**src/rtl/game_ctrl.sv**
```systemverilog
// Game-flow sequencer for the VGA overlay chain: debounced jump button,
// IDLE/PLAY/END state machine, per-layer enables, time-bar restart and score.
module game_ctrl #(
  parameter int unsigned          N_LAYERS    = 7,
  parameter logic [N_LAYERS-1:0]  IDLE_MASK   = 7'b0000011,
  parameter logic [N_LAYERS-1:0]  PLAY_MASK   = 7'b0111101,
  parameter logic [N_LAYERS-1:0]  END_MASK    = 7'b1100001,
  parameter int unsigned          DEBOUNCE_MS = 20,
  parameter int unsigned          END_HOLD_MS = 1000,
  parameter int unsigned          SCORE_W     = 8
) (
  input  logic                clk,
  input  logic                rst,
  input  logic                one_ms_tick,
  input  logic                btn_raw,
  input  logic                landed,
  input  logic                fell,
  input  logic                time_elapsed,
  input  logic                override_mode,
  input  logic [N_LAYERS-1:0] sw_override,
  output logic [N_LAYERS-1:0] layer_en,
  output logic                time_bar_start,
  output logic                points_inc,
  output logic                jump,
  output logic [SCORE_W-1:0]  score,
  output logic [1:0]          state
);

  localparam int unsigned DB_W   = $clog2(DEBOUNCE_MS + 1);
  localparam int unsigned HOLD_W = $clog2(END_HOLD_MS + 1);
  localparam logic [DB_W-1:0]   DB_LAST  = DB_W'(DEBOUNCE_MS - 1);
  localparam logic [HOLD_W-1:0] HOLD_MAX = HOLD_W'(END_HOLD_MS);

  typedef enum logic [1:0] {
    S_IDLE = 2'd0,
    S_PLAY = 2'd1,
    S_END  = 2'd2,
    S_BAD  = 2'd3
  } state_t;

  logic              r_btn_s1;
  logic              r_btn_s2;
  logic              r_btn_db;
  logic [DB_W-1:0]   r_db_cnt;
  logic              r_press;

  state_t              r_state;
  state_t              w_next_state;
  logic [N_LAYERS-1:0] w_next_mask;
  logic [N_LAYERS-1:0] r_layer_en;
  logic [SCORE_W-1:0]  r_score;
  logic [HOLD_W-1:0]   r_hold;
  logic                r_time_bar_start;
  logic                r_points_inc;
  logic                r_jump;

  // Synchroniser and tick-sampled debouncer; press fires on the accepted rising edge.
  always_ff @(posedge clk or negedge rst) begin
    if (!rst) begin
      r_btn_s1 <= 1'b0;
      r_btn_s2 <= 1'b0;
      r_btn_db <= 1'b0;
      r_db_cnt <= '0;
      r_press  <= 1'b0;
    end else begin
      r_btn_s1 <= btn_raw;
      r_btn_s2 <= r_btn_s1;
      r_press  <= 1'b0;
      if (one_ms_tick) begin
        if (r_btn_s2 == r_btn_db) begin
          r_db_cnt <= '0;
        end else if (r_db_cnt == DB_LAST) begin
          r_btn_db <= r_btn_s2;
          r_db_cnt <= '0;
          r_press  <= r_btn_s2;
        end else begin
          r_db_cnt <= r_db_cnt + DB_W'(1);
        end
      end
    end
  end

  always_comb begin
    w_next_state = r_state;
    case (r_state)
      S_IDLE: if (r_press) w_next_state = S_PLAY;
      S_PLAY: if (fell || time_elapsed) w_next_state = S_END;
      S_END:  if (r_press && (r_hold == HOLD_MAX)) w_next_state = S_IDLE;
      default: w_next_state = S_IDLE;
    endcase
  end

  always_comb begin
    w_next_mask = IDLE_MASK;
    case (w_next_state)
      S_PLAY:  w_next_mask = PLAY_MASK;
      S_END:   w_next_mask = END_MASK;
      default: w_next_mask = IDLE_MASK;
    endcase
  end

  always_ff @(posedge clk or negedge rst) begin
    if (!rst) begin
      r_state          <= S_IDLE;
      r_layer_en       <= IDLE_MASK;
      r_score          <= '0;
      r_hold           <= '0;
      r_time_bar_start <= 1'b0;
      r_points_inc     <= 1'b0;
      r_jump           <= 1'b0;
    end else begin
      r_state          <= w_next_state;
      r_layer_en       <= override_mode ? sw_override : w_next_mask;
      r_time_bar_start <= 1'b0;
      r_points_inc     <= 1'b0;
      r_jump           <= 1'b0;
      case (r_state)
        S_IDLE: begin
          if (r_press) begin
            r_score          <= '0;
            r_time_bar_start <= 1'b1;
          end
        end
        S_PLAY: begin
          // Game over wins over anything else seen in the same cycle.
          if (fell || time_elapsed) begin
            r_hold <= '0;
          end else begin
            if (r_press) r_jump <= 1'b1;
            if (landed) begin
              if (r_score != '1) r_score <= r_score + SCORE_W'(1);
              r_points_inc     <= 1'b1;
              r_time_bar_start <= 1'b1;
            end
          end
        end
        S_END: begin
          if (one_ms_tick && (r_hold != HOLD_MAX)) r_hold <= r_hold + HOLD_W'(1);
        end
        default: ;
      endcase
    end
  end

  assign layer_en       = r_layer_en;
  assign time_bar_start = r_time_bar_start;
  assign points_inc     = r_points_inc;
  assign jump           = r_jump;
  assign score          = r_score;
  assign state          = r_state;

endmodule

```
**config.mk**
```make
export PLATFORM = sky130hd
export DESIGN_NAME = game_ctrl
export DESIGN_NICKNAME = d
export VERILOG_FILES = /design/src/rtl/game_ctrl.sv
export SDC_FILE = /design/constraint.sdc
export NUM_CORES = 1
export LEC_CHECK = 0
export CORE_ASPECT_RATIO = 1.2
export CORE_MARGIN = 8
export CORE_UTILIZATION = 56
export DETAILED_ROUTE_END_ITERATION = 10
export HOLD_SLACK_MARGIN = 0.05
export MAX_ROUTING_LAYER = met4
export PLACE_DENSITY = 0.84
export SETUP_SLACK_MARGIN = 0.05
export SLEW_MARGIN = 20
export SYNTH_ARGS = -nofsm -noshare
export SYNTH_HDL_FRONTEND = slang
export SYNTH_SLANG_ARGS = --single-unit
```
**constraint.sdc**
```tcl
create_clock -name clk -period 3.59 [get_ports clk]
set_clock_uncertainty 0.1 [all_clocks]
set_input_delay 0.718 -clock clk [delete_from_list [all_inputs] [get_ports clk]]
set_output_delay 0.718 -clock clk [all_outputs]
set_load 0.02 [all_outputs]
```
==> impl_results.md, run 1 <==
- Status: completed
- Worst skew pair latency: 0.30 ns
- Final min period: 2.452 ns
- Multi-input logic area: around 900 sq um
- Starting density of the core: 0.5798
- Worst EP required: between 2 and 3 ns
- Total GRT Usage: 0.1734
- Vias in the first global route: ~1700
- # hold bufs at CTS: 0
- Critical Path, Cell by Cell: clkdlybuf4s50_1
- EDFF count, synth: 0
- Worst Tran Pin Value: between 0.8 and 0.9 ns
- Post-synthesis cell area: 1936 sq um
- Via count: between 1500 and 2000
- Synth Area in Compound Gates: 0.1700
- H-Tree Depth: 2
- Crit path buf inv count: 1
- Die H: between 80 and 90 um
- XOR/XNOR Fraction of Synth Area: 0.009050
- NumNets Final: ~240
- Horiz. Die Dim: between 60 and 70 um
- Yosys warns: 0
- Area contributors post-synth: dfrtp_1 (48%), nand2_1 (4.5%), ha_1 (3.9%), dfstp_2 (2.7%), inv_1 (2.7%)
- Setup_tns: 0 ns
- Iter 0 DRT Violations: 91
- GRT overflow: 0
- Initial antenna violation count: 0
- Fin. max-slew vios: 0
- Fraction of layout cells with a size suffix above 1: 0.1031
- Pwr Density: 371.1 nW/um^2
- Post-synthesis mux area share: 0.04654
- Critical path launch point type: flop
- Adder-Cell Fraction of Synth Area: 0.03878
- Post-route cell area: roughly 2400 sq um
- Synth area leader: dfrtp_1
- Leak: a little over 1 nW
- Synthesized area per cell: around 10 sq um
- Detail Route Antenna Nets: 0
- Top delay family on crit path: buffers and inverters
- DP Area: ~2300 sq um
- Worst-path clk slew: about 0.080 ns
- HP Class: reg2reg
- CTS Buf Count: 5
- Num Clock Sinks: 39
- Post-synth cell types: slightly above 50
- # fillers: ~230
- DRC viols: 0
- Post-Route WL: between 4000 and 5000 um
- Row count: 23
- # port buffers: 34
- Main flop type after synthesis: dfrtp_1
- Max_cap viols: 0
- Max Clk Rate: roughly 0.41 GHz
- Worst path slowest cell: clkdlybuf4s50_1
- Overall power: ~0.00089 W
- Top post-synthesis cells by count: dfrtp_1 (37), nand2_1 (23), inv_1 (14), a21oi_1 (9), nand3_1 (8)
- Crit-path max cell delay: 0.71 ns
- CTS root buf: clkbuf_8
- Critical path fanouts, max: 17
- Syn Nets: between 200 and 250
- Largest family of logic cells by synthesized area: simple AND/OR/NAND/NOR gates
- Relative slew slack: 0.4262
- Cells after Synth: roughly 190
- CTS tree: built
- Drt wl/cell: approximately 17 um
- Fin crit share: 0.6830
- # IOs: 35
- Largest net degree at the start of global routing: 40
- CP Class: reg2out
- FF+latch area: 978.4 sq um
- Postcts setup bufs: 0
- Post-CTS resize count: 0
- Share of the synthesized area in the top cell type: 0.4783
- CTS max path bufs: 2
- Post-synthesis sequential area ratio: 0.5055
- Critical path arrival: roughly 1.6 ns
- Cell with the most instances after synthesis: dfrtp_1
- GPL Wtd Cong: 0.8702
- Post-DP HPWL: between 3000 and 4000 um
- Crit end category: output port
- FF+latch count, synth: 39
- Syn-to-layout area delta: 23.85%
- Ys async rst share: 1.000
- Die area: between 5000 and 6000 sq um
- Peak supply drop: roughly 0.00034 V
- Final setup vio count: 0
- DR vias/cell: around 6.2
- First-pass GRT wire length: about 7600 um
- Drt pass-1 iters: 4
- Synth Area in Simple Gates: 0.1907
- RSZ-0062 raised after global routing: no
- Final Hold Fails: 0
- Antenna diodes: 0
- FF-to-FF setup slack: around 1.5 ns
- Core area: 3338 sq um
[kinds of logic after synthesis]
| group | count (synthesis) |
|---|---|
| xor gates and xnor gates | 2 |
| DFF | 39 |
| and+or+nand+nor | 69 |
| AOI/OAI and AO/OA | 43 |
| adders and majority gates | 6 |
| buffers and inverters | 19 |
| muxes | 8 |
[power breakdown]
part / switching (W) / internal, W
sequential: 0.0000209 / 0.000458
combinational: 0.0000390 / 0.0000416
clock: 0.000155 / 0.000175
[path summary, 6_finish.rpt]
path | cells past startpoint | from | endpoint
hold / removal | 0 | r_btn_s1$_DFF_PN0_ | r_btn_s2$_DFF_PN0_
setup reg to reg | 8 | r_hold[0]$_DFFE_PN0P_ | layer_en[1]$_DFF_PN1_
min in group asynchronous | 1 | rst | r_hold[0]$_DFFE_PN0P_
hold reg to reg | 0 | r_btn_s1$_DFF_PN0_ | r_btn_s2$_DFF_PN0_
max in group asynchronous | 1 | rst | r_db_cnt[3]$_DFFE_PN0P_
setup / recovery | 1 | state[0]$_DFF_PN0_ | state[0]
[state kept, by name, summed over array words and instances, names as in the netlist]
name and cells:
r_btn_s1 1, points_inc 1, score 8, state 2, jump 1, time_bar_start 1, r_db_cnt 5, layer_en 7
r_btn_s2 1, r_press 1, r_btn_db 1, r_hold 10
[metrics by stage]
stage,util,std cells,hold slack [ns],worst slack (ns)
2_1_floorplan,-,186,0.2312,1.631
3_3_place_gp,0.6870,252,0.2451,1.089
3_5_place_dp,0.6870,252,0.2433,1.043
4_1_cts,0.7181,260,0.2736,1.127
5_1_grt,0.7181,260,0.2888,1.010
6_report,0.7181,260,0.2686,1.138
[per-layer routing]
layer  vias to the layer above  routed length, um  GRT usage
li1                        740                  -          -
met1                       790               1857     0.1822
met2                        61               2159     0.2816
met3                        14                293    0.06527
met4                         0                125    0.09054
met5                         -                  0          -
[final cells by class]
class                   count  share of cell area
flip-flops and latches     39              0.4081
multi-input cells         128              0.3674
repair buffers             34              0.1399
clock buffers               7             0.04019
inverters                  14             0.02192
well taps                  37             0.01931
clock inverters             1            0.003132
[layout by cell type (no fill, tap or decap), drive strengths merged, types with 4 or more instances in the layout]
master,Yosys,routed
a21oi,10,10
and2,4,4
and3,4,4
clkbuf,2,7
clkdlybuf4s50,0,33
dfrtp,37,37
ha,6,6
inv,14,14
mux2,5,5
nand2,23,23
nand2b,6,6
nand3,8,8
nand4,4,4
nor2,5,5
o21ai,5,5
o22ai,4,4
Note: power is estimated with default switching activity, not from simulation.
==> run 2, diff against run 1 <==
CORE_UTILIZATION = 52   (was 56)
PLACE_DENSITY = 0.79   (was 0.84)
clock period = 2.3 ns   (was 3.59 ns; I/O delays follow)
==> run 2 against run 1 <==
First-iteration DRC count shrank 3.3%. Total power grew 48%. Setup slack lost 0.95 ns.
==> impl_results.md, run 2 (synthesis gave the netlist of run 1 again) <==
- Status: completed
- Fin. max-slew vios: 0 (unchanged)
- Critical path fanouts, max: 9 (-8)
- CTS root buf: clkbuf_8
- Via count: 1545 (-3.7%)
- Postcts setup bufs: 0 (unchanged)
- Detail Route Antenna Nets: 0 (unchanged)
- # fillers: 292 (+25%)
- Total GRT Usage: 0.1604 (-0.01301)
- Multi-input logic area: 880.8 sq um (unchanged)
- Largest net degree at the start of global routing: 40 (unchanged)
- Leak: 1.041 nW (+1.4%)
- DR vias/cell: 5.787 (-6.3%)
- Syn-to-layout area delta: 24.95%
- # hold bufs at CTS: 0 (unchanged)
- Leading cell type in the layout, fill and taps excluded: dfrtp_1
- # IOs: 35 (unchanged)
- Peak supply drop: 0.0004504 V (+34%)
- Post-DP HPWL: 3278 um (+1.7%)
- Die area: 5939 sq um (+6.0%)
- Core area: 3603 sq um (+7.9%)
- NumNets Final: 248 (+2.1%)
- CTS Buf Count: 5 (unchanged)
- Die H: 82.84 um (+3.0%)
- Fin crit share: 0.9183
- Pwr Density: 545.2 nW/um^2 (+47%)
- CP Class: reg2out
- Drt wl/cell: 16.31 um (-4.4%)
- Largest register FFs: 10 (unchanged)
- Final min period: between 2 and 2.5 ns
- Crit path buf inv count: 1 (unchanged)
- # port buffers: 34 (unchanged)
- FF+latch area: 978.4 sq um (unchanged)
- Setup_tns: 0 ns (unchanged)
- Max Clk Rate: 0.4735 GHz
- CTS max path bufs: 2 (unchanged)
- Vias in the first global route: 1546 (-11%)
- Critical path launch point type: flop
- RSZ-0062 raised after global routing: no
- Critical path arrival: 1.55 ns (-0.08 ns)
- Worst-path clk slew: 0.07 ns (about the same)
- Worst Tran Pin Value: 0.8540 ns (-0.006761 ns)
- Relative slew slack: 0.4307 (+0.004507)
- DRC viols: 0 (unchanged)
- Horiz. Die Dim: 71.70 um (+2.9%)
- Starting density of the core: 0.5372 (-0.04268)
- Hold_ws: 0.1740 ns (-0.09467 ns)
- Slack of the critical path: 0.1879 ns (-0.9502 ns)
- Worst EP required: 1.74 ns (-1.03 ns)
- GRT overflow: 0 (unchanged)
- Post-CTS resize count: 0 (unchanged)
- HP Class: in2async
- Largest Register: r_hold
- Dpl ws: 0.07017 ns (-0.9727 ns)
- Num Clock Sinks: 39 (unchanged)
- Final setup vio count: 0 (unchanged)
- Max_cap viols: 0 (unchanged)
- First-pass GRT wire length: 7493 um (-1.4%)
- GPL Wtd Cong: 0.8965 (+3.0%)
- Util after Layout: 0.6712 (-0.04696)
- Antenna diodes: 0 (unchanged)
- CTS tree: built
- Crit end category: output port
- Worst skew pair latency: 0.29 ns (about the same)
- DP Area: 2333 sq um (+1.7%)
- Top delay family on crit path: buffers and inverters
- Fraction of layout cells with a size suffix above 1: 0.1184 (+0.01528)
- Iter 0 DRT Violations: 88 (-3.3%)
- Crit-path max cell delay: 0.71 ns (about the same)
- Row count: 24 (+4.3%)
- Final Hold Fails: 0 (unchanged)
- Post-Route WL: 4354 um (-1.8%)
- H-Tree Depth: 2 (unchanged)
- Initial antenna violation count: 0 (unchanged)
- Drt pass-1 iters: 4 (unchanged)
- Critical Path, Cell by Cell: clkdlybuf4s50_1
- Most frequent cells in the layout: dfrtp_1 (37), clkdlybuf4s50_1 (33), nand2_1 (23), inv_1 (14), a21oi_1 (9)
- Worst path slowest cell: clkdlybuf4s50_1
- FF-to-FF setup slack: 0.27 ns (-1.26 ns)
- Post-route cell area: 2419 sq um (+0.89%)
==> run 2: area by class of cell <==
class / count / area share
timing repair buffer: 39 / 0.1542
tap: 39 / 0.02018
sequential: 39 / 0.4046
inverter: 14 / 0.02173
multi-input combinational: 128 / 0.3642
clock buffer: 6 / 0.03001
clock inverter: 2 / 0.005173
==> run 2: final timing paths <==
| path | startpoint | end | cells past startpoint |
|---|---|---|---|
| worst max-delay path | state[1]$_DFF_PN0_ | state[1] | 1 |
| worst min-delay path | rst | r_hold[7]$_DFFE_PN0P_ | 1 |
| worst max register to register | r_hold[2]$_DFFE_PN0P_ | layer_en[1]$_DFF_PN1_ | 6 |
| worst min register to register | r_btn_s1$_DFF_PN0_ | r_btn_s2$_DFF_PN0_ | 0 |
| max in group asynchronous | rst | r_btn_s2$_DFF_PN0_ | 1 |
| min in group clk | r_btn_s1$_DFF_PN0_ | r_btn_s2$_DFF_PN0_ | 0 |
==> run 2: per-layer routing <==
metal  share of wire  vias to the layer above  track usage
met1            0.43                      752       0.1897
met2            0.52                       36       0.2550
met5               0                        -            -
met4           0.011                        0      0.05400
li1                -                      753            -
met3           0.037                        4      0.04447
==> run 2: report_power, final <==
part / total, W / internal (W) / leakage [nW] / switching, W
clock: 0.000445 / 0.000212 / 0.0412 / 0.000234
sequential: 0.000746 / 0.000715 / 0.500 / 0.0000305
combinational: 0.000128 / 0.0000665 / 0.500 / 0.0000614
==> run 2: stage by stage <==
stage / instances / power [W]
2_1_floorplan: 186 / 0.0008205
3_3_place_gp: 259 / 0.0008801
3_5_place_dp: 259 / 0.0008883
4_1_cts: 267 / 0.001339
5_1_grt: 267 / 0.001372
6_report: 267 / 0.001319
==> run 3, diff against run 2 <==
ABC_AREA = 1   (was default)
CORE_ASPECT_RATIO = default   (was 1.2)
==> run 3 against run 2 <==
Core utilization increased by 0.89 points. Fmax increased by 6.4%. Design area up 3.7%. Clock power is 7.6% higher. Clock-buffer cell count fell by 1. Global-route usage down 0.91 points. Critical path depth unchanged. Non-clock buffer count unchanged. Total power shrank 3.1%. Die area rose by 3.1%. Via count up 10%.
==> impl_results.md, run 3 <==
- # hold bufs at CTS: 0 (unchanged)
- CP Class: reg2out
- Post-route cell area: 2509 sq um (+3.7%)
- Net switching power: 0.0003162 W (-2.9%)
- Critical Path, Cell by Cell: clkdlybuf4s50_1
- Final min period: 1.986 ns (-0.1261 ns)
- Core area: 3689 sq um (+2.4%)
- Fin. max-slew vios: 0 (unchanged)
- RSZ-0062 raised after global routing: no
- Ys async rst share: 1.000 (unchanged)
- Post-synthesis cell area: 2014 sq um (+4.1%)
- Syn Nets: 280 (+35%)
- Post-CTS resize count: 0 (unchanged)
- Worst Tran Pin Value: 0.4708 ns (-0.3832 ns)
- Initial antenna violation count: 0 (unchanged)
- # port buffers: 34 (unchanged)
- Switching Share: 0.2474 (+0.0005467)
- DP Area: 2416 sq um (+3.5%)
- Worst EP required: 1.74 ns (about the same)
- Critical path launch point type: flop
- DRC viols: 0 (unchanged)
- Worst-path clk slew: 0.08 ns (about the same)
- Iter 0 DRT Violations: 118 (+34%)
- CTS tree: built
- Leak: 1.196 nW (+15%)
- Pwr Density: 509.5 nW/um^2 (-6.6%)
- Max Clk Rate: 0.5035 GHz (+6.4%)
- Overall power: 0.001278 W (-3.1%)
- Antenna diodes: 0 (unchanged)
- Relative slew slack: 0.6861 (+0.2555)
- Final setup vio count: 0 (unchanged)
- Top delay family on crit path: buffers and inverters
- CTS Buf Count: 5 (unchanged)
- Syn-to-layout area delta: 24.53%
- Status: completed
- Num Clock Sinks: 39 (unchanged)
- Combinational power share: 0.069 (-0.028)
- First-pass GRT wire length: 7341 um (-2.0%)
- Hold_ws: 0.09771 ns (-0.07627 ns)
- Slack of the critical path: 0.3141 ns (+0.1261 ns)
- Crit path buf inv count: 1 (unchanged)
- Post-DP HPWL: 3017 um (-8.0%)
- Fin crit share: 0.8635 (-0.05484)
- Yosys warns: 0 (unchanged)
- Leading cell type in the layout, fill and taps excluded: nand2_1
- Main flop type after synthesis: dfrtp_1
- Row count: 22 (-8.3%)
- Cell with the most instances after synthesis: nand2_1
- EDFF count, synth: 0 (unchanged)
- # IOs: 35 (unchanged)
- GRT overflow: 0 (unchanged)
- GPL Wtd Cong: 0.8749 (-2.4%)
- Critical path arrival: 1.43 ns (-0.12 ns)
- Postcts setup bufs: 0 (unchanged)
- Int Pwr: 0.0009619 W (-3.1%)
- Starting density of the core: 0.5461 (+0.008980)
- Largest register FFs: 10 (unchanged)
- CTS root buf: clkbuf_8
- Horiz. Die Dim: 78.24 um (+9.1%)
- Post-synth cell types: 26 (-49%)
- Most frequent cells in the layout: nand2_1 (88), dfrtp_1 (37), clkdlybuf4s50_1 (33), inv_1 (31), nand3_1 (28)
- Top post-synthesis cells by count: nand2_1 (88), dfrtp_1 (37), inv_1 (31), nand3_1 (28), nor2_1 (24)
- Worst skew pair latency: 0.29 ns (about the same)
- Max_cap viols: 0 (unchanged)
- Synth area leader: dfrtp_1
- Total GRT Usage: 0.1513 (-0.009058)
- Drt wl/cell: 12.04 um (-26%)
- FF+latch area: 978.4 sq um (unchanged)
- CTS max path bufs: 2 (unchanged)
- Synthesized area per cell: 7.778 sq um (-25%)
- HP Class: in2async
- Setup_tns: 0 ns (unchanged)
- # fillers: 329 (+13%)
- Peak supply drop: 0.0005308 V (+18%)
- Post-Route WL: 4202 um (-3.5%)
- Clk network pwr share: 0.375 (+0.037)
- Worst path slowest cell: clkdlybuf4s50_1
- FF+latch count, synth: 39 (unchanged)
- Crit-path max cell delay: 0.60 ns (-0.11 ns)
- NumNets Final: 321 (+29%)
- Die H: 78.24 um (-5.5%)
- Post-synthesis sequential area ratio: 0.4857 (-0.01978)
- Largest net degree at the start of global routing: 40 (unchanged)
- Largest Register: r_hold
- Critical path fanouts, max: 1 (-8)
- Area contributors post-synth: dfrtp_1 (46%), nand2_1 (16%), nand3_1 (7.0%), inv_1 (5.8%), nor2_1 (4.5%)
- Cells after Synth: 259 (+39%)
- Drt pass-1 iters: 6 (+2)
- Detail Route Antenna Nets: 0 (unchanged)
- Vias in the first global route: 1612 (+4.3%)
- Share of the synthesized area in the top cell type: 0.4596 (-0.01872)
- Crit end category: output port
- Sequential Power Share: 0.556 (-0.009)
- H-Tree Depth: 2 (unchanged)
- DR vias/cell: 4.871 (-16%)
- Multi-input logic area: 884.6 sq um (+0.43%)
- Fraction of layout cells with a size suffix above 1: 0.07973 (-0.03869)
- Die area: 6122 sq um (+3.1%)
- Final Hold Fails: 0 (unchanged)
- Dpl ws: 0.2456 ns (+0.1754 ns)
- Via count: 1700 (+10%)
[run 3: changes by cell type in the layout (fill, tap and decap cells not counted), moves of 4 or more]
cell,before,now
mux2_2,4,0
nand2_1,23,88
nor2_1,5,24
o21ai_1,2,7
nand3_1,8,28
and2_1,4,0
nand2b_1,6,0
a21oi_1,9,0
o21ai_0,3,7
inv_1,14,31
[run 3: layout make-up]
| type | instances | area share |
|---|---|---|
| Clock buffer | 5 | 0.02743 |
| Clock inverter | 3 | 0.009476 |
| Inverter | 32 | 0.04788 |
| Multi-Input combinational cell | 183 | 0.3526 |
| Sequential cell | 39 | 0.3900 |
| Tap cell | 48 | 0.02394 |
| Timing Repair Buffer | 39 | 0.1486 |
[run 3: worst paths after layout]
| path | start | end | slack (ns) | cells past startpoint |
|---|---|---|---|---|
| min in group clk | r_btn_s1$_DFF_PN0_ | r_btn_s2$_DFF_PN0_ | 0.26 | 0 |
| hold / removal | rst | r_db_cnt[4]$_DFFE_PN0P_ | 0.1 | 2 |
| max in group asynchronous | rst | layer_en[0]$_DFF_PN1_ | 1.64 | 2 |
| setup reg to reg | r_hold[0]$_DFFE_PN0P_ | layer_en[5]$_DFF_PN0_ | 0.44 | 10 |
| hold reg to reg | r_btn_s1$_DFF_PN0_ | r_btn_s2$_DFF_PN0_ | 0.26 | 0 |
| setup / recovery | layer_en[1]$_DFF_PN1_ | layer_en[1] | 0.31 | 1 |
[run 3: power by group through the flow]
stage	clock network [W]	logic [W]	registers, W
5_1_grt	0.000516	0.0000992	0.000712
2_1_floorplan	0	0.0000226	0.000731
3_5_place_dp	0	0.0000904	0.000723
4_1_cts	0.000491	0.0000909	0.000710
3_3_place_gp	0	0.0000889	0.000723
6_report	0.000479	0.0000885	0.000711
[run 3: stage by stage]
step,cells,util
2_1_floorplan,259,-
3_3_place_gp,341,0.6550
3_5_place_dp,341,0.6550
4_1_cts,349,0.6801
5_1_grt,349,0.6801
6_report,349,0.6801
[run 3: cells by family after synthesis]
| family | Yosys count | share of synthesized area |
|---|---|---|
| compound gates | 20 | 0.05590 |
| flops | 39 | 0.4857 |
| buf+inv | 37 | 0.07515 |
| fa+ha+maj | 6 | 0.03727 |
| xor+xnor | 4 | 0.01739 |
| simple gates | 153 | 0.3286 |
[run 3: layer usage]
layer,routed length (um),vias to the layer above,global-route usage
li1,-,892,-
met1,2015,751,0.1842
met2,1845,51,0.2278
met3,289,6,0.05581
met4,53,0,0.04815
met5,0,-,-
